**config.mk**
```make
export PLATFORM = sky130hd
export DESIGN_NAME = regfile_dump_reader_flat
export DESIGN_NICKNAME = d
export VERILOG_FILES = /design/src/rtl/regfile_dump_defs.sv /design/src/rtl/regfile_dump_reader_if.sv /design/src/rtl/regfile_dump_reader.sv /design/src/flat_wrapper.sv
export SDC_FILE = /design/constraint.sdc
export NUM_CORES = 1
export LEC_CHECK = 0
export ABC_AREA = 1
export CAP_MARGIN = 25
export CORE_MARGIN = 10
export CORE_UTILIZATION = 30
export DETAILED_ROUTE_END_ITERATION = 16
export HOLD_SLACK_MARGIN = 0.02
export PLACE_DENSITY = 0.67
export SYNTH_ARGS = -nofsm -noshare
export SYNTH_HDL_FRONTEND = slang
export SYNTH_SLANG_ARGS = --single-unit
```
**constraint.sdc**
```tcl
create_clock -name clk -period 3.12 [get_ports clk]
set_input_delay 0.468 -clock clk [delete_from_list [all_inputs] [get_ports clk]]
set_output_delay 0.468 -clock clk [all_outputs]
set_load 0.01 [all_outputs]
```
**src/rtl/regfile_dump_defs.sv**
```systemverilog
// rtl/regfile_dump_defs.sv - shared state encodings and index width for the register dump reader
package regfile_dump_defs;

  localparam int IDX_W = 5;

  typedef logic [1:0] state_t;

  localparam state_t IDLE = 2'd0;
  localparam state_t READ = 2'd1;
  localparam state_t HOLD = 2'd2;
  localparam state_t DONE = 2'd3;

endpackage

```
**src/rtl/regfile_dump_reader_if.sv**
```systemverilog
// rtl/regfile_dump_reader_if.sv - (index, data) dump stream between the reader and its debug sink
interface regfile_dump_reader_if #(
  parameter int N = 32
);
  import regfile_dump_defs::*;

  logic             dump_valid;
  logic             dump_ready;
  logic [IDX_W-1:0] dump_index;
  logic [N-1:0]     dump_data;

  modport master (
    output dump_valid,
    output dump_index,
    output dump_data,
    input  dump_ready
  );

  modport slave (
    input  dump_valid,
    input  dump_index,
    input  dump_data,
    output dump_ready
  );

endinterface

```
**src/rtl/regfile_dump_reader.sv**
```systemverilog
// rtl/regfile_dump_reader.sv - walks register indices through one read port and streams each value out
// FSM plus index counter plus capture registers; ReadRegister and busy decode straight from flops.
module regfile_dump_reader
  import regfile_dump_defs::*;
#(
  parameter int N        = 32,
  parameter int NUM_REGS = 32
) (
  input  logic                  clk,
  input  logic                  reset,
  input  logic                  start,
  input  logic                  abort,
  output logic [IDX_W-1:0]      ReadRegister,
  input  logic [N-1:0]          ReadData,
  regfile_dump_reader_if.master dump,
  output logic                  busy,
  output logic                  done
);

  localparam logic [IDX_W-1:0] LAST_IDX = IDX_W'(NUM_REGS - 1);

  state_t           state;
  state_t           state_nxt;
  logic [IDX_W-1:0] counter;
  logic             handshake;
  logic             last;

  assign handshake = dump.dump_valid & dump.dump_ready;
  assign last      = (counter == LAST_IDX);

  always_ff @(posedge clk or negedge reset) begin
    if (!reset) begin
      state <= IDLE;
    end else begin
      state <= state_nxt;
    end
  end

  // abort wins over everything except that a same-cycle handshake still counts as delivered
  always_comb begin
    state_nxt = state;
    case (state)
      IDLE: if (start && !abort) state_nxt = READ;
      READ: state_nxt = abort ? IDLE : HOLD;
      HOLD: begin
        if (abort)          state_nxt = IDLE;
        else if (handshake) state_nxt = last ? DONE : READ;
      end
      DONE: state_nxt = IDLE;
    endcase
  end

  always_comb begin
    busy         = (state != IDLE);
    ReadRegister = counter;
  end

  always_ff @(posedge clk or negedge reset) begin
    if (!reset) begin
      counter         <= '0;
      dump.dump_valid <= 1'b0;
      dump.dump_index <= '0;
      dump.dump_data  <= '0;
      done            <= 1'b0;
    end else begin
      dump.dump_valid <= (state_nxt == HOLD);
      done            <= (state_nxt == DONE);
      if (state == IDLE && start && !abort) begin
        counter <= '0;
      end else if (state == HOLD && handshake && !last && !abort) begin
        counter <= counter + 1'b1;
      end
      if (state == READ && !abort) begin
        dump.dump_index <= counter;
        dump.dump_data  <= ReadData;
      end
    end
  end

endmodule

```
**src/flat_wrapper.sv**
```systemverilog
// flat-port wrapper written by rule: the top's interface ports become plain ports
module regfile_dump_reader_flat import regfile_dump_defs::*;
#(
  parameter int N        = 32,
  parameter int NUM_REGS = 32
)
  (clk, reset, start, abort, ReadRegister, ReadData, busy, done, dump_dump_valid, dump_dump_index, dump_dump_data, dump_dump_ready);
  regfile_dump_reader_if #(.N(N)) dump_i ();
  input  logic clk;
  input  logic reset;
  input  logic start;
  input  logic abort;
  output logic [IDX_W-1:0] ReadRegister;
  input  logic [N-1:0] ReadData;
  output logic busy;
  output logic done;
  output wire logic [$bits(dump_i.dump_valid)-1:0] dump_dump_valid;
  output wire logic [$bits(dump_i.dump_index)-1:0] dump_dump_index;
  output wire logic [$bits(dump_i.dump_data)-1:0] dump_dump_data;
  input wire logic [$bits(dump_i.dump_ready)-1:0] dump_dump_ready;
  assign dump_dump_valid = dump_i.dump_valid;
  assign dump_dump_index = dump_i.dump_index;
  assign dump_dump_data = dump_i.dump_data;
  assign dump_i.dump_ready = dump_dump_ready;
  regfile_dump_reader #(.N(N), .NUM_REGS(NUM_REGS)) u_core (.clk(clk), .reset(reset), .start(start), .abort(abort), .ReadRegister(ReadRegister), .ReadData(ReadData), .dump(dump_i), .busy(busy), .done(done));
endmodule
```
==> impl_metrics.env, run 1 <==
export IMPL_seq_area_mm2=0.001151
export IMPL_via_per_inst=4.483
export IMPL_antenna_found_initial=0
export IMPL_vias=1672
export IMPL_final_max_slew_viol_count=0
export IMPL_status="completed"
export IMPL_synth_compound_area_share_pct=2.464
export IMPL_finalCritPeriodShare_pct=73.25
export IMPL_die_w_um=100.2
export IMPL_cts_path_max_buffers=2
export IMPL_place_congestion=0.7521
export IMPL_timing_fmax_ghz=0.4375
export IMPL_synth_top_family_by_area="simple AND/OR/NAND/NOR gates"
export IMPL_grt_pass1_vias=1726
export IMPL_wl_per_cell_um=14.42
export IMPL_postCtsHoldBufs=0
export IMPL_path_buf_inv=1
export IMPL_synth_fa_ha_area_share_pct=1.297
export IMPL_grt_usage_pct=10.36
export IMPL_cp_required_ps=2650
export IMPL_pin_count=82
export IMPL_startpoint_type="register"
export IMPL_hold_ws_ps=475.9
export IMPL_numCtsBuffers=5
export IMPL_drtIter0Drc=44
export IMPL_path_clk_slew_ps=90
export IMPL_dpl_worst_slack_ps=1007
export IMPL_die_area_mm2=0.01004
export IMPL_ys_seq_area_share_pct=59.66
export IMPL_synth_avg_cell_area_um2=9.058
export IMPL_tns_ps=0
export IMPL_worstMarginPinSlew_ps=740.9
export IMPL_cp_end_kind="output pin"
export IMPL_clock_skew_ps=9.419
export IMPL_leakage_nw=1.410
export IMPL_final_area_mm2=0.002933
export IMPL_yosys_area_share_xor_xnor_pct=0.4540
export IMPL_cp_slowest_stage_delay_ps=770
export IMPL_cp_cell_sequence="or2_2, clkdlybuf4s50_1"
export IMPL_grt_pass1_wl_um=8590
export IMPL_maxSlewHeadroom_pct=50.43
export IMPL_remaining_drc_errors=0
export IMPL_cts_setup_buffers=0
export IMPL_critical_path_class="reg -> out"
export IMPL_p_total_mw=1.730
export IMPL_final_hold_violation_count=0
export IMPL_cpLargestDelayFamily="flip-flops"
export IMPL_drtAntennaViolNets=0
export IMPL_wl_um=5379
export IMPL_layout_cells_non_filler=373
export IMPL_grt_overflow_total=0
export IMPL_grt_max_degree=47
export IMPL_worstPathArrival_ps=1820
export IMPL_post_cts_resized=0
export IMPL_setup_viol=0
export IMPL_synth_cell_area_mm2=0.001929
export IMPL_final_fill_count=627
export IMPL_root_buffer="clkbuf_8"
export IMPL_io_buffer_count=81
export IMPL_final_common_cell="nand2_1"
export IMPL_yosysUniqueCellTypes=18
export IMPL_ir_worst_vdd_mv=0.2431
export IMPL_dpl_cell_area_mm2=0.002796
export IMPL_area_delta_synth_final_pct=52.01
export IMPL_ff2ff_setup_slack_ps=1160
export IMPL_postSynthRegisterBits=46
export IMPL_p_per_area_mw_per_mm2=589.9
export IMPL_crit_slowest_cell="dfrtp_1"
export IMPL_insertedDiodeCount=0
export IMPL_multiInputGateArea_um2=694.4
export IMPL_postLayoutCoreUtil_pct=46.45
export IMPL_clkSinkCount=46
export IMPL_max_cap_viol_count=0
export IMPL_synthSimpleGateAreaFrac_pct=31.78
export IMPL_synth_area_mux_share_pct=0
export IMPL_fin_ws_ps=834.5
export IMPL_drive_gt1_share_pct=6.757
export IMPL_cts_tree="yes"
export IMPL_rows=29
export IMPL_post_route_min_period_ps=2285
export IMPL_yosys_warnings=0
export IMPL_synth_nets=252
export IMPL_first_pass_iters=4
export IMPL_final_nets=334
export IMPL_insertion_delay_ps=290
export IMPL_hp_class="reg -> reg"
export IMPL_die_h_um=100.2
export IMPL_start_util_pct=30.56
export IMPL_rsz0062_at_grt="false"
export IMPL_cp_max_fo=19
export IMPL_post_dp_hpwl_um=3858
export IMPL_fp_coreArea_mm2=0.006314
export IMPL_synthCells=213
export IMPL_htreeDepth=2
export IMPL_place_inst=363
export IMPL_final_cell_mix="nand2_1, clkdlybuf4s50_1, dfrtp_1"
[where the power goes]
| part | switching, mW | internal [mW] |
|---|---|---|
| combinational | 0.221 | 0.290 |
| clock | 0.195 | 0.240 |
| sequential | 0.0715 | 0.713 |
| total | 0.488 | 1.24 |
[metal layers]
layer | GRT usage (%) | wire, um | vias up
li1 | - | - | 852
met1 | 11.94 | 2239 | 769
met2 | 17.06 | 2652 | 45
met3 | 4.533 | 444 | 6
met4 | 2.935 | 42 | 0
met5 | 0 | 0 | -
[worst reg2reg max path: stages (launching register included)]
cell and delay (ps):
dfrtp_1 770, nand2_2 610, buf_4 360, nand2_1 60
nand2_1 40
[state kept, by name (all words and copies together), names as in the netlist]
name	count
u_core.done	1
u_core.state	2
u_core.ReadRegister	5
u_core.dump.dump_index	5
u_core.dump.dump_data	32
u_core.dump.dump_valid	1
[logic make-up (layout without fill, tap and decap cells)]
logic type / count (synthesis) / after routing
flip-flops: 46 / 46
AO/OA/AOI/OAI: 6 / 6
AND/OR/NAND/NOR: 140 / 140
buffers and inverters: 18 / 101
XOR/XNOR: 1 / 1
adder cells (fa/ha/maj): 2 / 2
[Yosys cell counts]
library cell,instances,area [um2]
buf_2,10,50.05
nor2_4,1,11.26
nand3_4,1,17.52
nand2_1,85,319.1
nor2_2,1,6.260
buf_4,1,7.510
xor2_1,1,8.760
o21ai_2,4,35.03
dfrtp_1,46,1151
or2_2,1,6.260
ha_1,2,25.02
inv_1,7,26.28
o21ai_1,1,5.000
nor2_1,4,15.01
nand4_1,1,6.260
nand3_1,45,225.2
nand2_2,1,6.260
a21boi_0,1,7.510
[worst paths after layout]
check	from	to	depth (start not counted)
min in group asynchronous	reset	u_core.ReadRegister[3]$_DFFE_PN0P_	2
worst min-delay path	u_core.dump.dump_data[25]$_DFFE_PN0P_	u_core.dump.dump_data[25]$_DFFE_PN0P_	2
worst min register to register	u_core.dump.dump_data[25]$_DFFE_PN0P_	u_core.dump.dump_data[25]$_DFFE_PN0P_	2
worst max-delay path	u_core.state[0]$_DFF_PN0_	busy	2
worst max register to register	u_core.state[0]$_DFF_PN0_	u_core.dump.dump_data[1]$_DFFE_PN0P_	4
max in group asynchronous	reset	u_core.dump.dump_data[3]$_DFFE_PN0P_	3
[cell type report]
type                    instances  area share [%]
inverters                       7          0.8959
well taps                      77           3.285
flip-flops and latches         46           39.25
repair buffers                 86           29.27
clock buffers                   7           2.602
clock inverters                 1           1.024
multi-input cells             149           23.68
(Power assumes the default switching activity.)
==> run 2: changes to the inputs <==
--- a/config.mk
+++ b/config.mk
@@ -11,7 +11,7 @@
 export CORE_UTILIZATION = 30
 export DETAILED_ROUTE_END_ITERATION = 16
 export HOLD_SLACK_MARGIN = 0.02
-export PLACE_DENSITY = 0.67
+export PLACE_DENSITY = 0.69
 export SYNTH_ARGS = -nofsm -noshare
 export SYNTH_HDL_FRONTEND = slang
 export SYNTH_SLANG_ARGS = --single-unit
==> constraint.sdc (replaced) <==
create_clock -name clk -period 2.1 [get_ports clk]
set_input_delay 0.315 -clock clk [delete_from_list [all_inputs] [get_ports clk]]
set_output_delay 0.315 -clock clk [all_outputs]
set_load 0.01 [all_outputs]
==> impl_metrics.env, run 2 (synthesis results as in run 1) <==
export IMPL_remaining_drc_errors=0
export IMPL_cp_max_fo=4
export IMPL_ir_worst_vdd_mv=0.4518
export IMPL_p_sw_uw=709.7
export IMPL_drtAntennaViolNets=0
export IMPL_maxSlewHeadroom_pct=73.50
export IMPL_tns_ps=0
export IMPL_die_h_um=100.2
export IMPL_insertedDiodeCount=0
export IMPL_insertion_delay_ps=290
export IMPL_first_pass_iters=4
export IMPL_grt_pass1_vias=1717
export IMPL_setup_viol=0
export IMPL_worstPathArrival_ps=1520
export IMPL_p_seq_share_pct=47.4
export IMPL_root_buffer="clkbuf_8"
export IMPL_cpLargestDelayFamily="buffers and inverters"
export IMPL_p_per_area_mw_per_mm2=834.0
export IMPL_final_cell_mix="nand2_1, clkdlybuf4s50_1, dfrtp_1"
export IMPL_leakage_nw=1.405
export IMPL_reg2reg_to="u_core.ReadRegister[3]$_DFFE_PN0P_"
export IMPL_area_delta_synth_final_pct=51.23
export IMPL_rows=29
export IMPL_die_w_um=100.2
export IMPL_post_route_min_period_ps=1836
export IMPL_postCtsHoldBufs=1
export IMPL_rsz0062_at_grt="false"
export IMPL_swShare_pct=29.16
export IMPL_hold_depth=2
export IMPL_cp_required_ps=1780
export IMPL_cp_cell_sequence="or2_2, clkdlybuf4s50_1"
export IMPL_die_area_mm2=0.01004
export IMPL_drtIter0Drc=48
export IMPL_timing_fmax_ghz=0.5446
export IMPL_path_depth=2
export IMPL_cts_path_max_buffers=2
export IMPL_finalCritPeriodShare_pct=87.44
export IMPL_largest_register_ffs=32
export IMPL_hold_ws_ps=472.7
export IMPL_startpoint_type="register"
export IMPL_drive_gt1_share_pct=7.071
export IMPL_power_internal_mw=1.724
export IMPL_grt_usage_pct=10.58
export IMPL_hp_class="reg -> reg"
export IMPL_post_cts_resized=0
export IMPL_max_cap_viol_count=0
export IMPL_via_per_inst=4.484
export IMPL_path_buf_inv=1
export IMPL_ff2ff_setup_slack_ps=500
export IMPL_clock_skew_ps=5.474
export IMPL_clockPowerShare_pct=20.8
export IMPL_hold_end="u_core.dump.dump_index[4]$_DFFE_PN0P_"
export IMPL_final_hold_violation_count=0
export IMPL_numCtsBuffers=5
export IMPL_grt_max_degree=47
export IMPL_path_clk_slew_ps=80
export IMPL_final_max_slew_viol_count=0
export IMPL_fp_coreArea_mm2=0.006314
export IMPL_clkSinkCount=46
export IMPL_postLayoutCoreUtil_pct=46.21
export IMPL_wl_per_cell_um=14.33
export IMPL_final_common_cell="nand2_1"
export IMPL_wl_um=5360
export IMPL_grt_pass1_wl_um=8611
export IMPL_combPwrFrac_pct=31.8
export IMPL_critical_path_class="reg -> out"
export IMPL_antenna_found_initial=0
export IMPL_status="completed"
export IMPL_p_total_mw=2.433
export IMPL_io_buffer_count=81
export IMPL_r2r_start="u_core.ReadRegister[0]$_DFFE_PN0P_"
export IMPL_cp_slowest_stage_delay_ps=490
export IMPL_worstMarginPinSlew_ps=397.5
export IMPL_cts_tree="yes"
export IMPL_place_congestion=0.7978
export IMPL_cts_setup_buffers=0
export IMPL_grt_overflow_total=0
export IMPL_cp_end_kind="output pin"
export IMPL_vias=1677
export IMPL_htreeDepth=2
export IMPL_r2r_cells=9
export IMPL_crit_slowest_cell="clkdlybuf4s50_1"
export IMPL_pin_count=82
export IMPL_largest_register="u_core.dump.dump_data"
export IMPL_final_nets=336
export IMPL_start_util_pct=30.56
export IMPL_post_dp_hpwl_um=3956
export IMPL_hold_start="u_core.dump.dump_index[4]$_DFFE_PN0P_"
-- run 2: area by class of cell --
| type | count | area, um2 |
|---|---|---|
| Fill cell | 631 | 3396 |
| Sequential cell | 46 | 1151 |
| Timing Repair Buffer | 88 | 873.3 |
| Multi-Input combinational cell | 149 | 694.4 |
| Tap cell | 77 | 96.34 |
| Clock buffer | 7 | 76.32 |
| Inverter | 7 | 26.28 |
-- run 2: power by group through the flow --
stage	Sequential [mW]	Combinational [mW]	Clock (mW)
final	1.15	0.774	0.507
after global routing	1.18	0.853	0.558
after CTS	1.16	0.795	0.519
after detailed placement	1.17	0.791	0
after global placement	1.16	0.782	0
after floorplan	1.25	0.192	0
-- run 2: how the worst max path moves through the flow --
stage	from	endpoint	slack [ps]
after detailed placement	abort	u_core.dump.dump_valid$_DFF_PN0_	450
final	u_core.state[1]$_DFF_PN0_	busy	260
after global routing	u_core.state[1]$_DFF_PN0_	busy	190
after floorplan	u_core.ReadRegister[0]$_DFFE_PN0P_	u_core.ReadRegister[0]$_DFFE_PN0P_	640
after global placement	abort	u_core.done$_DFF_PN0_	500
after CTS	u_core.state[1]$_DFF_PN0_	busy	240
-- run 2: per-layer routing --
layer  share of wire, %  track usage [%]  up-vias
li1                   -                -      847
met1                 41            11.62      783
met2                 52            18.20       43
met3                7.2            4.533        4
met4               0.54            2.935        0
met5                  0                0        -
-- run 2: through the flow --
step / setup slack [ps] / area [um2] / std cells
finish: 263.8 / 2918 / 374
global route: 185.3 / 2918 / 374
floorplan: 638.9 / 1929 / 213
detailed placement: 445.0 / 2831 / 366
global placement: 499.0 / 2831 / 366
CTS: 243.2 / 2918 / 374
-- run 2: worst reg2reg max path: cells and delay by family (launching register included) --
family                     cells  cell delay [ps]
buffers and inverters          1               60
DFF                            1              440
and+or+nand+nor                6              600
adders and majority gates      2              450
